File: src/rtl/rv_arb_pkg.sv
// ----------------------------------------------------------------------------
// rv_arb_pkg
// Shared types and defaults for the RV unified-memory arbiter.
//   state_e         : arbiter FSM states (IDLE, REQ, WAIT, RESP)
//   owner_e         : which requester owns the memory (OWN_I = fetch, OWN_D = data)
//   DEFAULT_TIMEOUT : default cycle budget for REQ+WAIT before an abort
// ----------------------------------------------------------------------------
package rv_arb_pkg;

    typedef enum logic [1:0] {
        IDLE = 2'd0,
        REQ  = 2'd1,
        WAIT = 2'd2,
        RESP = 2'd3
    } state_e;

    typedef enum logic {
        OWN_I = 1'b0,
        OWN_D = 1'b1
    } owner_e;

    localparam int DEFAULT_TIMEOUT = 255;

endpackage

File: src/rtl/rv_mem_arbiter.sv
// ----------------------------------------------------------------------------
// rv_mem_arbiter
// Round-robin arbiter sharing one single-port memory between the instruction
// fetch port (I) and the load/store port (D). Only one transaction is in
// flight at a time; each one is bounded by a timeout so a dead memory cannot
// hang the core. Every output is registered.
//
// Ports
//   clk, rst                     : clock (rising edge), synchronous active-high reset
//   i_req/i_addr                 : fetch request, held until i_ack
//   i_ack/i_rdata/i_err          : one-cycle completion pulse, data, timeout flag
//   d_req/d_we/d_be/d_addr/d_wdata : data request, held until d_ack
//   d_ack/d_rdata/d_err          : one-cycle completion pulse, data, timeout flag
//   m_req/m_we/m_be/m_addr/m_wdata : memory request toward the single-port memory
//   m_gnt                        : memory accepted the request
//   m_rvalid/m_rdata             : memory response (completes reads and writes)
//   owner                        : current or last owner (0 = I, 1 = D)
// ----------------------------------------------------------------------------
module rv_mem_arbiter
    import rv_arb_pkg::*;
#(
    parameter int ADDR_W  = 32,
    parameter int DATA_W  = 32,
    parameter int TIMEOUT = DEFAULT_TIMEOUT
) (
    input  logic                clk,
    input  logic                rst,

    input  logic                i_req,
    input  logic [ADDR_W-1:0]   i_addr,
    output logic                i_ack,
    output logic [DATA_W-1:0]   i_rdata,
    output logic                i_err,

    input  logic                d_req,
    input  logic                d_we,
    input  logic [DATA_W/8-1:0] d_be,
    input  logic [ADDR_W-1:0]   d_addr,
    input  logic [DATA_W-1:0]   d_wdata,
    output logic                d_ack,
    output logic [DATA_W-1:0]   d_rdata,
    output logic                d_err,

    output logic                m_req,
    output logic                m_we,
    output logic [DATA_W/8-1:0] m_be,
    output logic [ADDR_W-1:0]   m_addr,
    output logic [DATA_W-1:0]   m_wdata,
    input  logic                m_gnt,
    input  logic                m_rvalid,
    input  logic [DATA_W-1:0]   m_rdata,

    output logic                owner
);

    localparam int BE_W  = DATA_W / 8;
    localparam int CNT_W = $clog2(TIMEOUT + 1);

    // The counter value seen during the TIMEOUT-th cycle of REQ+WAIT.
    localparam logic [CNT_W-1:0] CNT_LAST = CNT_W'(TIMEOUT - 1);
    localparam logic [CNT_W-1:0] CNT_MAX  = CNT_W'(TIMEOUT);

    state_e             state_reg, state_next;
    logic [CNT_W-1:0]   cnt_reg, cnt_next;
    owner_e             last_grant_reg, last_grant_next;
    owner_e             owner_reg, owner_next;

    logic               m_req_reg, m_req_next;
    logic               m_we_reg, m_we_next;
    logic [BE_W-1:0]    m_be_reg, m_be_next;
    logic [ADDR_W-1:0]  m_addr_reg, m_addr_next;
    logic [DATA_W-1:0]  m_wdata_reg, m_wdata_next;

    logic               i_ack_reg, i_ack_next;
    logic [DATA_W-1:0]  i_rdata_reg, i_rdata_next;
    logic               i_err_reg, i_err_next;
    logic               d_ack_reg, d_ack_next;
    logic [DATA_W-1:0]  d_rdata_reg, d_rdata_next;
    logic               d_err_reg, d_err_next;

    logic               any_req;
    logic               sel_d;
    logic               in_flight;
    logic               complete;
    logic               expired;
    logic [DATA_W-1:0]  resp_data;

    // On a tie the port that was not served last wins.
    assign any_req   = i_req | d_req;
    assign sel_d     = d_req & (~i_req | (last_grant_reg == OWN_I));
    assign in_flight = (state_reg == REQ) || (state_reg == WAIT);

    // A response only counts once the request has been granted: either in
    // the grant cycle itself or later while waiting.
    assign complete  = ((state_reg == REQ)  && m_gnt && m_rvalid) ||
                       ((state_reg == WAIT) && m_rvalid);

    // Completion in the last allowed cycle beats the timeout.
    assign expired   = in_flight && (cnt_reg == CNT_LAST) && !complete;

    // ------------------------------------------------------------------
    // State register
    // ------------------------------------------------------------------
    always_ff @(posedge clk) begin
        if (rst) begin
            state_reg      <= IDLE;
            cnt_reg        <= '0;
            last_grant_reg <= OWN_D;
        end else begin
            state_reg      <= state_next;
            cnt_reg        <= cnt_next;
            last_grant_reg <= last_grant_next;
        end
    end

    // ------------------------------------------------------------------
    // Next-state logic
    // ------------------------------------------------------------------
    always_comb begin
        state_next      = state_reg;
        cnt_next        = cnt_reg;
        last_grant_next = last_grant_reg;
        case (state_reg)
            IDLE: begin
                cnt_next = '0;
                if (any_req) begin
                    state_next = REQ;
                end
            end
            REQ: begin
                if (cnt_reg != CNT_MAX) begin
                    cnt_next = cnt_reg + CNT_W'(1);
                end
                if (complete || expired) begin
                    state_next = RESP;
                end else if (m_gnt) begin
                    state_next = WAIT;
                end
            end
            WAIT: begin
                if (cnt_reg != CNT_MAX) begin
                    cnt_next = cnt_reg + CNT_W'(1);
                end
                if (complete || expired) begin
                    state_next = RESP;
                end
            end
            RESP: begin
                last_grant_next = owner_reg;
                state_next      = IDLE;
            end
            default: state_next = IDLE;
        endcase
    end

    // ------------------------------------------------------------------
    // Output logic: computes the next value of every registered output.
    // ------------------------------------------------------------------
    always_comb begin
        owner_next   = owner_reg;
        m_req_next   = m_req_reg;
        m_we_next    = m_we_reg;
        m_be_next    = m_be_reg;
        m_addr_next  = m_addr_reg;
        m_wdata_next = m_wdata_reg;
        i_ack_next   = 1'b0;
        i_rdata_next = i_rdata_reg;
        i_err_next   = i_err_reg;
        d_ack_next   = 1'b0;
        d_rdata_next = d_rdata_reg;
        d_err_next   = d_err_reg;
        resp_data    = '0;
        case (state_reg)
            IDLE: begin
                m_req_next = any_req;
                if (any_req) begin
                    // Latch the winner's fields so the requester may change
                    // them freely once selected. Fetches are full-word reads.
                    owner_next   = sel_d ? OWN_D : OWN_I;
                    m_addr_next  = sel_d ? d_addr : i_addr;
                    m_we_next    = sel_d & d_we;
                    m_be_next    = sel_d ? d_be : {BE_W{1'b1}};
                    m_wdata_next = sel_d ? d_wdata : '0;
                end
            end
            REQ, WAIT: begin
                // Writes and aborted transactions return zero data.
                resp_data = (expired || m_we_reg) ? '0 : m_rdata;
                if (complete || expired) begin
                    m_req_next = 1'b0;
                    if (owner_reg == OWN_D) begin
                        d_ack_next   = 1'b1;
                        d_rdata_next = resp_data;
                        d_err_next   = expired;
                    end else begin
                        i_ack_next   = 1'b1;
                        i_rdata_next = resp_data;
                        i_err_next   = expired;
                    end
                end else if ((state_reg == REQ) && m_gnt) begin
                    m_req_next = 1'b0;
                end
            end
            default: begin
                m_req_next = 1'b0;
            end
        endcase
    end

    // ------------------------------------------------------------------
    // Output registers
    // ------------------------------------------------------------------
    always_ff @(posedge clk) begin
        if (rst) begin
            owner_reg   <= OWN_I;
            m_req_reg   <= 1'b0;
            m_we_reg    <= 1'b0;
            m_be_reg    <= '0;
            m_addr_reg  <= '0;
            m_wdata_reg <= '0;
            i_ack_reg   <= 1'b0;
            i_rdata_reg <= '0;
            i_err_reg   <= 1'b0;
            d_ack_reg   <= 1'b0;
            d_rdata_reg <= '0;
            d_err_reg   <= 1'b0;
        end else begin
            owner_reg   <= owner_next;
            m_req_reg   <= m_req_next;
            m_we_reg    <= m_we_next;
            m_be_reg    <= m_be_next;
            m_addr_reg  <= m_addr_next;
            m_wdata_reg <= m_wdata_next;
            i_ack_reg   <= i_ack_next;
            i_rdata_reg <= i_rdata_next;
            i_err_reg   <= i_err_next;
            d_ack_reg   <= d_ack_next;
            d_rdata_reg <= d_rdata_next;
            d_err_reg   <= d_err_next;
        end
    end

    assign owner   = owner_reg;
    assign m_req   = m_req_reg;
    assign m_we    = m_we_reg;
    assign m_be    = m_be_reg;
    assign m_addr  = m_addr_reg;
    assign m_wdata = m_wdata_reg;
    assign i_ack   = i_ack_reg;
    assign i_rdata = i_rdata_reg;
    assign i_err   = i_err_reg;
    assign d_ack   = d_ack_reg;
    assign d_rdata = d_rdata_reg;
    assign d_err   = d_err_reg;

endmodule

File: config.mk
export PLATFORM = sky130hd
export DESIGN_NAME = rv_mem_arbiter
export DESIGN_NICKNAME = d
export VERILOG_FILES = /design/src/rtl/rv_arb_pkg.sv /design/src/rtl/rv_mem_arbiter.sv
export SDC_FILE = /design/constraint.sdc
export NUM_CORES = 1
export LEC_CHECK = 0
export ABC_CLOCK_PERIOD_IN_PS = 2400
export BUFFER_PORTS_ARGS = -buffer_cell sky130_fd_sc_hd__buf_4
export CORE_UTILIZATION = 40
export DETAILED_ROUTE_END_ITERATION = 12
export PLACE_DENSITY = 0.73
export SYNTH_ARGS = -nofsm -noshare
export SYNTH_HDL_FRONTEND = slang
export SYNTH_SLANG_ARGS = --single-unit
File: constraint.sdc
create_clock -name clk -period 2.4 [get_ports clk]
set_input_delay 0.12 -clock clk [delete_from_list [all_inputs] [get_ports clk]]
set_output_delay 0.12 -clock clk [all_outputs]
set_load 0.05 [all_outputs]
==> results.md <==
- Seq/Total Area, Yosys: around 48%
- Min Tclk post-route: 2.12 ns
- Clk buf depth: 2
- Highest Signal Layer: met4
- Fmax achieved: 472 MHz
- Insertion delay to the later sink of the worst-skew pair: 0.41 ns
- Design area: 0.00969 sq mm
- Port bufs: around 280
- Fin Hold WS: 0.0494 ns
- Placed cell area: 0.00841 sq mm
- Die Y: 126 um
- DRT met1 WL: around 8.0 mm
- Initial antenna violation count: 0
- Final setup fails: 0
- Lkg Pwr: 0.00408 uW
- Final Hold Viols: 0
- Post-CTS Setup Bufs: 0
- Largest net degree at the start of global routing: 151
- Total global routing overflow: 0
- Global Route Usage Sum: 23.3%
- Die ar.: 0.0160 sq mm
- CP Max Fanout: 33
- Antenna Nets Post-Route: 0
- Detailed-route via count: 6169
- Required time worst endpoint: 2.69 ns
- Rel. slew slack: 55.3%
- CTS clock-pin slew for the worst setup and hold paths: 0.06 ns
- Fin crit share: between 80% and 90%
- Measured slew at the worst slew-check pin: 0.670 ns
- RSZ-0062 raised after global routing: no
- CTS tree: yes
- Library cells used by synthesis: 45
- Routed wire per std cell: 15.3 um
- Fin Setup TNS: 0 ns
- # rows: 45
- Post-CTS Hold Buffers: 69
- Horiz. Die Dim: 126 um
- MaxCap Viol Count: 0
- RD Place Congestion: just under 0.8
- Net Sw Frac: 40.5%
- Drt initial violations: between 300 and 400
- Cell Area, Synth: around 0.0062 sq mm
- CP max stage delay: 0.52 ns
- Fin. max-slew vios: 0
- Synth Flop Type: dfxtp_1
- Met2 routed WL: 8.73 mm
- Cts repair resizes: 0
- Worst setup path class: register to register
- Main area contributors after synthesis: dfxtp_1 48%, nand2b_1 6.9%, nand4_1 6.6%
- Number of global-route vias before repair: just under 6000
- Psw: a little under 4000 uW
- First-pass GRT wire length: 29.6 mm
- Ys Warns: 0
- Antenna diodes: 0
- H-Tree Depth: 4
- Synth top area share: 48.4%
- Worst EP arrival: 2.41 ns
- CTS root buf: clkbuf_16
- Crit. End Element: register
- CP Cell Sequence: inv_1 -> ha_1 -> nand4_1 -> nor2_4 -> o21a_2 -> buf_12 -> o21ai_0
- Average size of a mapped cell: roughly 9.1 sq um
- Logic gate share of total power: approximately two fifths
- Post-synth EDFFs: 0
- DR WL met3: 1.37 mm
- Starting density of the core: 40.9%
- Sink Count: 150
- Syn_nets: 827
- Clk_skew: 0.00748 ns
- Pwr/cell area: 1010 mW/mm^2
- Yosys reg bits: 150
- Ys async rst share: 0%
- Clk network pwr share: between 20% and 30%
- Post-synth top area cell: dfxtp_1
- Maximum resistive drop on vdd: 0.000549 V
- Layout cell share with drive strength beyond 1: 33.3%
- Synth-to-Final Area Change: 56.4%
- Drt total wl: 18.3 mm
- Num ports: 278
- Hpwl dp: 11.7 mm
- Drt via density: 5.15
- Status: completed
- Net count reported at finish: 1143
- Core Area: 0.0151 sq mm
- Initial DRT Pass Iterations: 5
- Num CTS Buffers: 17
- Max stage delay cell, worst path: ha_1
- Internal: 5800 uW
- Startpoint Class: register
- Sequential power share: 31.9%
- Worst Hold Class: input port to register
- DRC viols: 0
- Post-synthesis cell count: approximately 680
- Filler instances: between 1000 and 1500
[placed cells by master (no fill, tap or decap), types with 2 or more instances in the layout]
| master | netlist | layout |
|---|---|---|
| mux2i_1 | 32 | 32 |
| buf_4 | 3 | 286 |
| inv_6 | 0 | 2 |
| buf_12 | 0 | 6 |
| o21ai_0 | 61 | 61 |
| o21ai_2 | 1 | 2 |
| a21oi_1 | 14 | 14 |
| nor2_4 | 1 | 3 |
| or3_1 | 3 | 3 |
| nor2_1 | 76 | 75 |
| inv_1 | 9 | 9 |
| a211oi_1 | 34 | 34 |
| dlygate4sd3_1 | 0 | 69 |
| a31oi_1 | 2 | 2 |
| nor2b_1 | 6 | 4 |
| and2_1 | 3 | 3 |
| a22oi_1 | 34 | 34 |
| nand3_1 | 10 | 10 |
| or2_2 | 2 | 2 |
| o21ai_1 | 5 | 4 |
| nor3b_1 | 2 | 2 |
| nand2_1 | 6 | 6 |
| clkbuf_8 | 0 | 3 |
| o22ai_1 | 2 | 2 |
| dfxtp_1 | 150 | 150 |
| nand2b_1 | 68 | 68 |
| nand4_1 | 65 | 65 |
| clkbuf_16 | 0 | 17 |
| and3_1 | 2 | 2 |
| a21o_1 | 2 | 2 |
| o21a_2 | 2 | 2 |
| ha_1 | 7 | 7 |
| clkinvlp_4 | 0 | 5 |
| bufinv_16 | 0 | 2 |
| nor3_1 | 5 | 5 |
[worst paths after layout]
check | to | startpoint | slack [ns] | depth (start not counted)
min reg2reg | i_rdata[26]$_SDFFE_PP0P_ | i_rdata[26]$_SDFFE_PP0P_ | 0.48 | 2
max | d_rdata[27]$_SDFFE_PP0P_ | state_reg[0]$_SDFFE_PP0P_ | 0.28 | 7
max reg2reg | d_rdata[27]$_SDFFE_PP0P_ | state_reg[0]$_SDFFE_PP0P_ | 0.28 | 7
min | m_addr[4]$_SDFFE_PP0P_ | i_addr[4] | 0.05 | 3
[layer usage]
| layer | vias up | track usage, % |
|---|---|---|
| met5 | - | 0 |
| met4 | 0 | 7.51 |
| met3 | 18 | 6.92 |
| met2 | 242 | 38.5 |
| met1 | 2812 | 29.0 |
| li1 | 3097 | - |
[Yosys cell counts (3+ instances only)]
| cell | number |
|---|---|
| nand2_1 | 6 |
| nor3_1 | 5 |
| ha_1 | 7 |
| mux2i_1 | 32 |
| inv_1 | 9 |
| nor2b_1 | 6 |
| dfxtp_1 | 150 |
| or3_1 | 3 |
| nand2b_1 | 68 |
| nor2_1 | 76 |
| o21ai_0 | 61 |
| clkbuf_1 | 37 |
| and2_1 | 3 |
| buf_4 | 3 |
| a211oi_1 | 34 |
| nand3_1 | 10 |
| buf_2 | 11 |
| buf_6 | 7 |
| a21oi_1 | 14 |
| clkbuf_2 | 6 |
| a22oi_1 | 34 |
| o21ai_1 | 5 |
| nand4_1 | 65 |
[power by group through the flow]
stage               registers (uW)  clock network [uW]  logic, uW
floorplan                     4340                   0       1520
global placement              3140                   0       3880
detailed placement            3160                   0       3910
CTS                           3110                2710       4010
global route                  3160                2820       4280
finish                        3110                2650       4000
[area by class of cell]
type,count,area [sq um],area share [%]
flip-flops and latches,150,3000,31.0
repair buffers,361,2960,30.5
multi-input cells,458,2870,29.6
clock buffers,21,470,4.85
well taps,188,235,2.43
clock inverters,10,120,1.24
inverters,9,33.8,0.348
[worst max-delay path, delay by kind of cell (launching register included)]
kind            cells  cell delay [ns]
fa+ha+maj           1             0.52
simple gates        2             0.47
flops               1             0.41
buf+inv             2             0.29
compound gates      2             0.29
[logic make-up (layout without fill, tap and decap cells)]
family / Yosys count / after routing / share of synthesized area [%]
compound gates: 164 / 164 / 16.7
simple gates: 255 / 255 / 22.5
buf+inv: 73 / 401 / 5.79
flops: 150 / 150 / 48.4
mux: 32 / 32 / 5.17
fa+ha+maj: 7 / 7 / 1.41
[stage by stage]
| step | power (uW) | utilization (%) | std cells | setup WS [ns] |
|---|---|---|---|---|
| 2_1_floorplan | 5860 | - | 681 | 0.712 |
| 3_3_place_gp | 7030 | 55.5 | 1097 | 0.386 |
| 3_5_place_dp | 7070 | 55.5 | 1097 | 0.305 |
| 4_1_cts | 9830 | 64.0 | 1197 | 0.278 |
| 5_1_grt | 10300 | 64.0 | 1197 | 0.0857 |
| 6_report | 9760 | 64.0 | 1197 | 0.283 |
Note: power is estimated with default switching activity, not from simulation.
